<file path="src/rtl/jtframe_rom_pkg.sv">
// Shared types and helpers for the four-slot SDRAM ROM arbiter.
// Holds slot count, default widths, FSM states and the round-robin pick.
package jtframe_rom_pkg;

  localparam int SLOTS  = 4;
  localparam int AW_DEF = 22;
  localparam int DW_DEF = 32;

  typedef enum logic [1:0] {
    IDLE      = 2'd0,
    WAIT_ACK  = 2'd1,
    WAIT_DATA = 2'd2
  } rom_st_e;

  // First set bit of req searching from ptr+1; ptr itself is checked last
  function automatic logic [1:0] rr_next(
    input logic [3:0] req,
    input logic [1:0] ptr
  );
    logic [1:0] g;
    logic [1:0] c;
    g = ptr;
    for (int k = 4; k >= 1; k--) begin
      c = ptr + 2'(k);
      if (req[c]) g = c;
    end
    return g;
  endfunction

endpackage

</file>
<file path="src/rtl/jtframe_rom_slot.sv">
// One-word ROM cache entry: valid/tag/data, hit compare,
// fill port and flush input.
module jtframe_rom_slot
  import jtframe_rom_pkg::*;
#(
  parameter int AW = AW_DEF,
  parameter int DW = DW_DEF
) (
  input  logic          clk,
  input  logic          rst,
  input  logic          flush,
  input  logic          fill,
  input  logic [AW-1:0] addr,
  input  logic [AW-1:0] fill_tag,
  input  logic [DW-1:0] fill_data,
  output logic          hit,
  output logic [DW-1:0] dout
);

  logic          valid;
  logic [AW-1:0] tag;

  // Flush masks the hit in the same cycle it is raised
  assign hit = valid & ~flush & (tag == addr);

  always_ff @(posedge clk or posedge rst) begin
    if (rst) begin
      valid <= 1'b0;
      tag   <= '0;
      dout  <= '0;
    end else if (flush) begin
      valid <= 1'b0;
    end else if (fill) begin
      valid <= 1'b1;
      tag   <= fill_tag;
      dout  <= fill_data;
    end
  end

endmodule

</file>
<file path="src/rtl/jtframe_rom_arb.sv">
// Four-slot round-robin arbiter sharing the SDRAM ROM read port,
// with a one-word cache per requester.
module jtframe_rom_arb
  import jtframe_rom_pkg::*;
#(
  parameter int          AW      = AW_DEF,
  parameter int          DW      = DW_DEF,
  parameter logic [AW-1:0] OFFSET0 = '0,
  parameter logic [AW-1:0] OFFSET1 = '0,
  parameter logic [AW-1:0] OFFSET2 = '0,
  parameter logic [AW-1:0] OFFSET3 = '0
) (
  input  logic               rst,
  input  logic               clk_rom,
  input  logic               downloading,
  input  logic [3:0]         slot_cs,
  input  logic [4*AW-1:0]    slot_addr,
  output logic [3:0]         slot_ok,
  output logic [4*DW-1:0]    slot_dout,
  output logic               sdram_req,
  output logic [AW-1:0]      sdram_addr,
  input  logic               sdram_ack,
  input  logic               data_rdy,
  input  logic [DW-1:0]      data_read
);

  rom_st_e       st, st_nx;
  logic [1:0]    ptr, ptr_nx;
  logic [1:0]    gnt, gnt_nx;
  logic [AW-1:0] gnt_addr, gaddr_nx;
  logic          req_nx;
  logic [AW-1:0] saddr_nx;
  logic          fill_en;
  logic [1:0]    pick;
  logic [AW-1:0] off;
  logic [3:0]    hit;
  logic [3:0]    miss;
  logic [AW-1:0] addr_a [SLOTS];

  for (genvar i = 0; i < SLOTS; i++) begin : g_slot
    assign addr_a[i] = slot_addr[i*AW +: AW];
    jtframe_rom_slot #(.AW(AW), .DW(DW)) u_slot (
      .clk       (clk_rom),
      .rst       (rst),
      .flush     (downloading),
      .fill      (fill_en && (gnt == 2'(i))),
      .addr      (addr_a[i]),
      .fill_tag  (gnt_addr),
      .fill_data (data_read),
      .hit       (hit[i]),
      .dout      (slot_dout[i*DW +: DW])
    );
  end

  assign slot_ok = slot_cs & hit;
  assign miss    = slot_cs & ~hit;
  assign pick    = rr_next(miss, ptr);

  always_comb begin
    off = OFFSET0;
    unique case (pick)
      2'd0: off = OFFSET0;
      2'd1: off = OFFSET1;
      2'd2: off = OFFSET2;
      2'd3: off = OFFSET3;
    endcase
  end

  always_comb begin
    st_nx    = st;
    ptr_nx   = ptr;
    gnt_nx   = gnt;
    gaddr_nx = gnt_addr;
    req_nx   = sdram_req;
    saddr_nx = sdram_addr;
    fill_en  = 1'b0;
    if (downloading) begin
      st_nx  = IDLE;
      req_nx = 1'b0;
    end else begin
      unique case (st)
        IDLE: begin
          if (|miss) begin
            gnt_nx   = pick;
            gaddr_nx = addr_a[pick];
            saddr_nx = addr_a[pick] + off;
            req_nx   = 1'b1;
            st_nx    = WAIT_ACK;
          end
        end
        WAIT_ACK: begin
          if (sdram_ack) begin
            req_nx = 1'b0;
            if (data_rdy) begin
              fill_en = 1'b1;
              ptr_nx  = gnt;
              st_nx   = IDLE;
            end else begin
              st_nx = WAIT_DATA;
            end
          end
        end
        WAIT_DATA: begin
          if (data_rdy) begin
            fill_en = 1'b1;
            ptr_nx  = gnt;
            st_nx   = IDLE;
          end
        end
        default: st_nx = IDLE;
      endcase
    end
  end

  always_ff @(posedge clk_rom or posedge rst) begin
    if (rst) begin
      st         <= IDLE;
      ptr        <= 2'd3;
      gnt        <= 2'd0;
      gnt_addr   <= '0;
      sdram_req  <= 1'b0;
      sdram_addr <= '0;
    end else begin
      st         <= st_nx;
      ptr        <= ptr_nx;
      gnt        <= gnt_nx;
      gnt_addr   <= gaddr_nx;
      sdram_req  <= req_nx;
      sdram_addr <= saddr_nx;
    end
  end

endmodule

</file>
<file path="config.mk">
export PLATFORM = sky130hd
export DESIGN_NAME = jtframe_rom_arb
export DESIGN_NICKNAME = d
export VERILOG_FILES = /design/src/rtl/jtframe_rom_pkg.sv /design/src/rtl/jtframe_rom_slot.sv /design/src/rtl/jtframe_rom_arb.sv
export SDC_FILE = /design/constraint.sdc
export NUM_CORES = 1
export LEC_CHECK = 0
export ABC_CLOCK_PERIOD_IN_PS = 9000
export CORE_UTILIZATION = 25
export CTS_BUF_LIST = sky130_fd_sc_hd__clkbuf_4 sky130_fd_sc_hd__clkbuf_8
export DETAILED_ROUTE_END_ITERATION = 10
export PLACE_DENSITY_LB_ADDON = 0.12
export SLEW_MARGIN = 20
export SYNTH_ARGS = -nofsm -noshare
export SYNTH_HDL_FRONTEND = slang
export SYNTH_SLANG_ARGS = --single-unit
</file>
<file path="constraint.sdc">
create_clock -name clk_rom -period 9 [get_ports clk_rom]
set_input_delay 1.8 -clock clk_rom [delete_from_list [all_inputs] [get_ports clk_rom]]
set_output_delay 1.8 -clock clk_rom [all_outputs]
set_load 0.02 [all_outputs]
</file>
==> metrics.json <==
{
  "result_of_the_run": "finished, final reports clean",
  "synth_top_area_cells": "sky130_fd_sc_hd__dfrtp_1 (55%), sky130_fd_sc_hd__mux2_2 (22%), sky130_fd_sc_hd__mux2i_1 (4.3%)",
  "syn_avg_cell_area_sq_um": 14.3,
  "synth.largest_area_cell": "sky130_fd_sc_hd__dfrtp_1",
  "setup.reg_to_reg.worst_slack_ps": 4960,
  "cts_post_setup_buffers_inserted": 0,
  "worst_ep_arrival_time_ps": 4680,
  "drive_above_1_share": 0.308,
  "num_io_pins": 284,
  "gp_routability_congestion": 0.759,
  "critical_path.max_fanout": 10,
  "detailroute.via_count": 7503,
  "layout-area-overhead-vs-synth_pct": 39.4,
  "synth-edff-count": 0,
  "n_fill_cell": 4457,
  "final.min_clock_period_ps": 6480,
  "max_cap_violations": 0,
  "worstSkewPairLatency_ps": 630,
  "clk_path_buf_depth": 3,
  "antenna_found_initial": 7,
  "flop_and_latch_count_out_of_synthesis": 249,
  "worst_setup_path_startpoint": "downloading",
  "relSlewSlack": 0.293,
  "drt_pass1_iterations": 4,
  "grt_setup_unrepaired": "no",
  "grt_remaining_overflow": 0,
  "synth_flop_cell": "sky130_fd_sc_hd__dfrtp_1",
  "synthesized_netlist_net_count": 918,
  "synth_seq_area_share": 0.555,
  "post-route-drc-count": 0,
  "clock_tree.htree_level_count": 2,
  "vias_in_the_first_global_route": 8270,
  "post_synth_instance_area_sq_um": 11200,
  "reg2regPathDepth": 10,
  "synth_top_cell_area_share": 0.550,
  "crit-reg2reg-launch": "g_slot[0].u_slot.tag[1]",
  "crit-reg2reg-capture": "sdram_addr[0]",
  "drt-wirelength-per-cell_um": 21.7,
  "end_kind": "output port",
  "core_region_area_sq_um": 44300,
  "criticalPathCategory": "input port to output port",
  "power_leakage_nw": 7.03,
  "preCtsSetupSlack_ps": 2570,
  "clock_tree_from_tritoncts": "yes",
  "place.port_buffers": 283,
  "initial_core_util": 0.254,
  "critPathCapture": "slot_ok[0]",
  "drt_first_iter_violations": 325,
  "final_report_hold_violation_count": 0,
  "multi_input_comb_area_sq_um": 4760,
  "tritoncts_num_sinks": 249,
  "cellPowerDensity_nw_per_um2": 299,
  "worstPathRequired_ps": 7200,
  "vdd.ir_drop.worst_mv": 0.147,
  "die_height_um": 214,
  "grt_max_degree": 157,
  "fin_tns_setup_ps": 0,
  "clk_pin_slew_worst_paths_ps": 60,
  "worst_hold_slack_ps": 499,
  "postRouteWirelength_um": 37300,
  "hpwl_um": 25400,
  "ys.warnings.count": 0,
  "max_slew.worst_pin.slew_ps": 1060,
  "design.die.area_sq_um": 45800,
  "die_width_um": 214,
  "final-max-slew-violation-count": 0,
  "grt_first_pass_wirelength_um": 56000,
  "cts_repair_resize_count": 0,
  "final-setup-viol-count": 0,
  "worst_min_delay_path_category": "flop to flop",
  "layout_setup_ws_ps": 2520,
  "clock_tree_root_buffer_cell": "sky130_fd_sc_hd__clkbuf_8",
  "nNetsFinal": 1220,
  "final.period_utilization": 0.720,
  "max_clock_freq_mhz": 154,
  "cts.hold.buffers_added": 0,
  "regArea_sq_um": 6230,
  "ys_async_sr_fraction": 1.00,
  "worstSetupStartpointType": "input port",
  "postSynthCellCount": 786,
  "core.rowCount": 77,
  "synthMostInstantiatedCell": "sky130_fd_sc_hd__dfrtp_1",
  "viasPerCell": 4.36,
  "cts_inserted_buffers": 48,
  "number_of_distinct_standard_cells_referenced_by_the_synthesized_netlist": 44,
  "most_used_standard_cells_in_the_synthesized_netlist": "sky130_fd_sc_hd__dfrtp_1 (247), sky130_fd_sc_hd__mux2_2 (217), sky130_fd_sc_hd__xnor2_1 (49)",
  "ant_nets": 0,
  "finalClockSkew_ps": 28.7,
  "grt_use_total": 0.165
}
layout make-up:
cell class | count | share of cell area
repair buffers | 289 | 0.184
diodes | 5 | 0.000799
clock buffers | 78 | 0.0605
well taps | 592 | 0.0473
inverters | 8 | 0.00240
flip-flops and latches | 249 | 0.398
clock inverters | 6 | 0.00287
multi-input cells | 492 | 0.304
power breakdown:
group	switching, mW	internal [mW]	leakage (nW)
Combinational	0.860	0.886	3.14
Sequential	0.279	1.49	3.36
Clock	0.504	0.664	0.528
Total	1.64	3.04	7.03
state kept, by name (all words and copies together) (netlist names):
| name | count |
|---|---|
| g_slot.u_slot.dout | 128 |
| g_slot.u_slot.valid | 4 |
| gnt | 2 |
| ptr | 2 |
| sdram_addr | 22 |
| g_slot.u_slot.tag | 88 |
| sdram_req | 1 |
| st | 2 |
cell families after synthesis:
group | count (synthesis) | share of synthesized area
xor+xnor | 88 | 0.0686
compound gates | 38 | 0.0423
buf+inv | 45 | 0.0252
flops | 249 | 0.555
fa+ha+maj | 3 | 0.00334
simple gates | 98 | 0.0458
mux | 265 | 0.260
cells in the final DEF, fill, tap and decap left out, types with 2 or more instances in the layout:
master	count
sky130_fd_sc_hd__dfstp_2	2
sky130_fd_sc_hd__and2_1	2
sky130_fd_sc_hd__or2_2	2
sky130_fd_sc_hd__clkinvlp_4	2
sky130_fd_sc_hd__a311oi_1	2
sky130_fd_sc_hd__clkbuf_8	58
sky130_fd_sc_hd__diode_2	5
sky130_fd_sc_hd__nand4_1	12
sky130_fd_sc_hd__nand2_1	34
sky130_fd_sc_hd__mux2_2	217
sky130_fd_sc_hd__nand2b_1	6
sky130_fd_sc_hd__clkbuf_4	20
sky130_fd_sc_hd__xnor2_1	49
sky130_fd_sc_hd__o21ai_0	4
sky130_fd_sc_hd__ha_1	3
sky130_fd_sc_hd__xor2_1	39
sky130_fd_sc_hd__inv_8	2
sky130_fd_sc_hd__mux2i_1	48
sky130_fd_sc_hd__o221ai_2	22
sky130_fd_sc_hd__nor3_1	4
sky130_fd_sc_hd__nor4_1	11
sky130_fd_sc_hd__buf_4	5
sky130_fd_sc_hd__nor2b_1	3
sky130_fd_sc_hd__clkinv_2	2
sky130_fd_sc_hd__inv_1	7
sky130_fd_sc_hd__nand3_1	3
sky130_fd_sc_hd__nor4bb_1	2
sky130_fd_sc_hd__nor2_1	8
sky130_fd_sc_hd__clkdlybuf4s50_1	283
sky130_fd_sc_hd__dfrtp_1	247
worst min-delay path by stage:
stage / start / endpoint / slack [ps] / depth (start not counted)
global route: g_slot[3].u_slot.dout[31] / g_slot[3].u_slot.dout[31] / 510 / 1
finish: g_slot[0].u_slot.valid / g_slot[0].u_slot.valid / 500 / 2
detailed placement: g_slot[0].u_slot.valid / g_slot[0].u_slot.valid / 480 / 2
floorplan: g_slot[3].u_slot.valid / g_slot[3].u_slot.valid / 450 / 2
CTS: g_slot[0].u_slot.valid / g_slot[0].u_slot.valid / 500 / 2
global placement: g_slot[0].u_slot.valid / g_slot[0].u_slot.valid / 480 / 2
per-layer routing:
layer / part of all wire / GRT usage / up-vias
li1: - / - / 3424
met3: 0.079 / 0.0567 / 66
met2: 0.47 / 0.265 / 222
met4: 0.022 / 0.0525 / 6
met1: 0.43 / 0.208 / 3785
met5: 0.0012 / 0 / -
stage by stage:
| stage | utilization | total power, mW | std cells | instance area (sq um) |
|---|---|---|---|---|
| 2_1_floorplan | - | 2.74 | 786 | 11200 |
| 3_3_place_gp | 0.331 | 3.55 | 1630 | 14700 |
| 3_5_place_dp | 0.331 | 3.55 | 1630 | 14700 |
| 4_1_cts | 0.353 | 4.77 | 1714 | 15700 |
| 5_1_grt | 0.353 | 4.95 | 1715 | 15700 |
| 6_report | 0.354 | 4.68 | 1719 | 15700 |
worst max-delay path, stage by stage:
cell and delay, ps:
sky130_fd_sc_hd__clkdlybuf4s50_1 620, sky130_fd_sc_hd__nand2b_1 280, sky130_fd_sc_hd__nor4_1 790, sky130_fd_sc_hd__nand4_1 220, sky130_fd_sc_hd__nor4_1 290, sky130_fd_sc_hd__clkdlybuf4s50_1 670
Power figures use the tool's default switching activity.
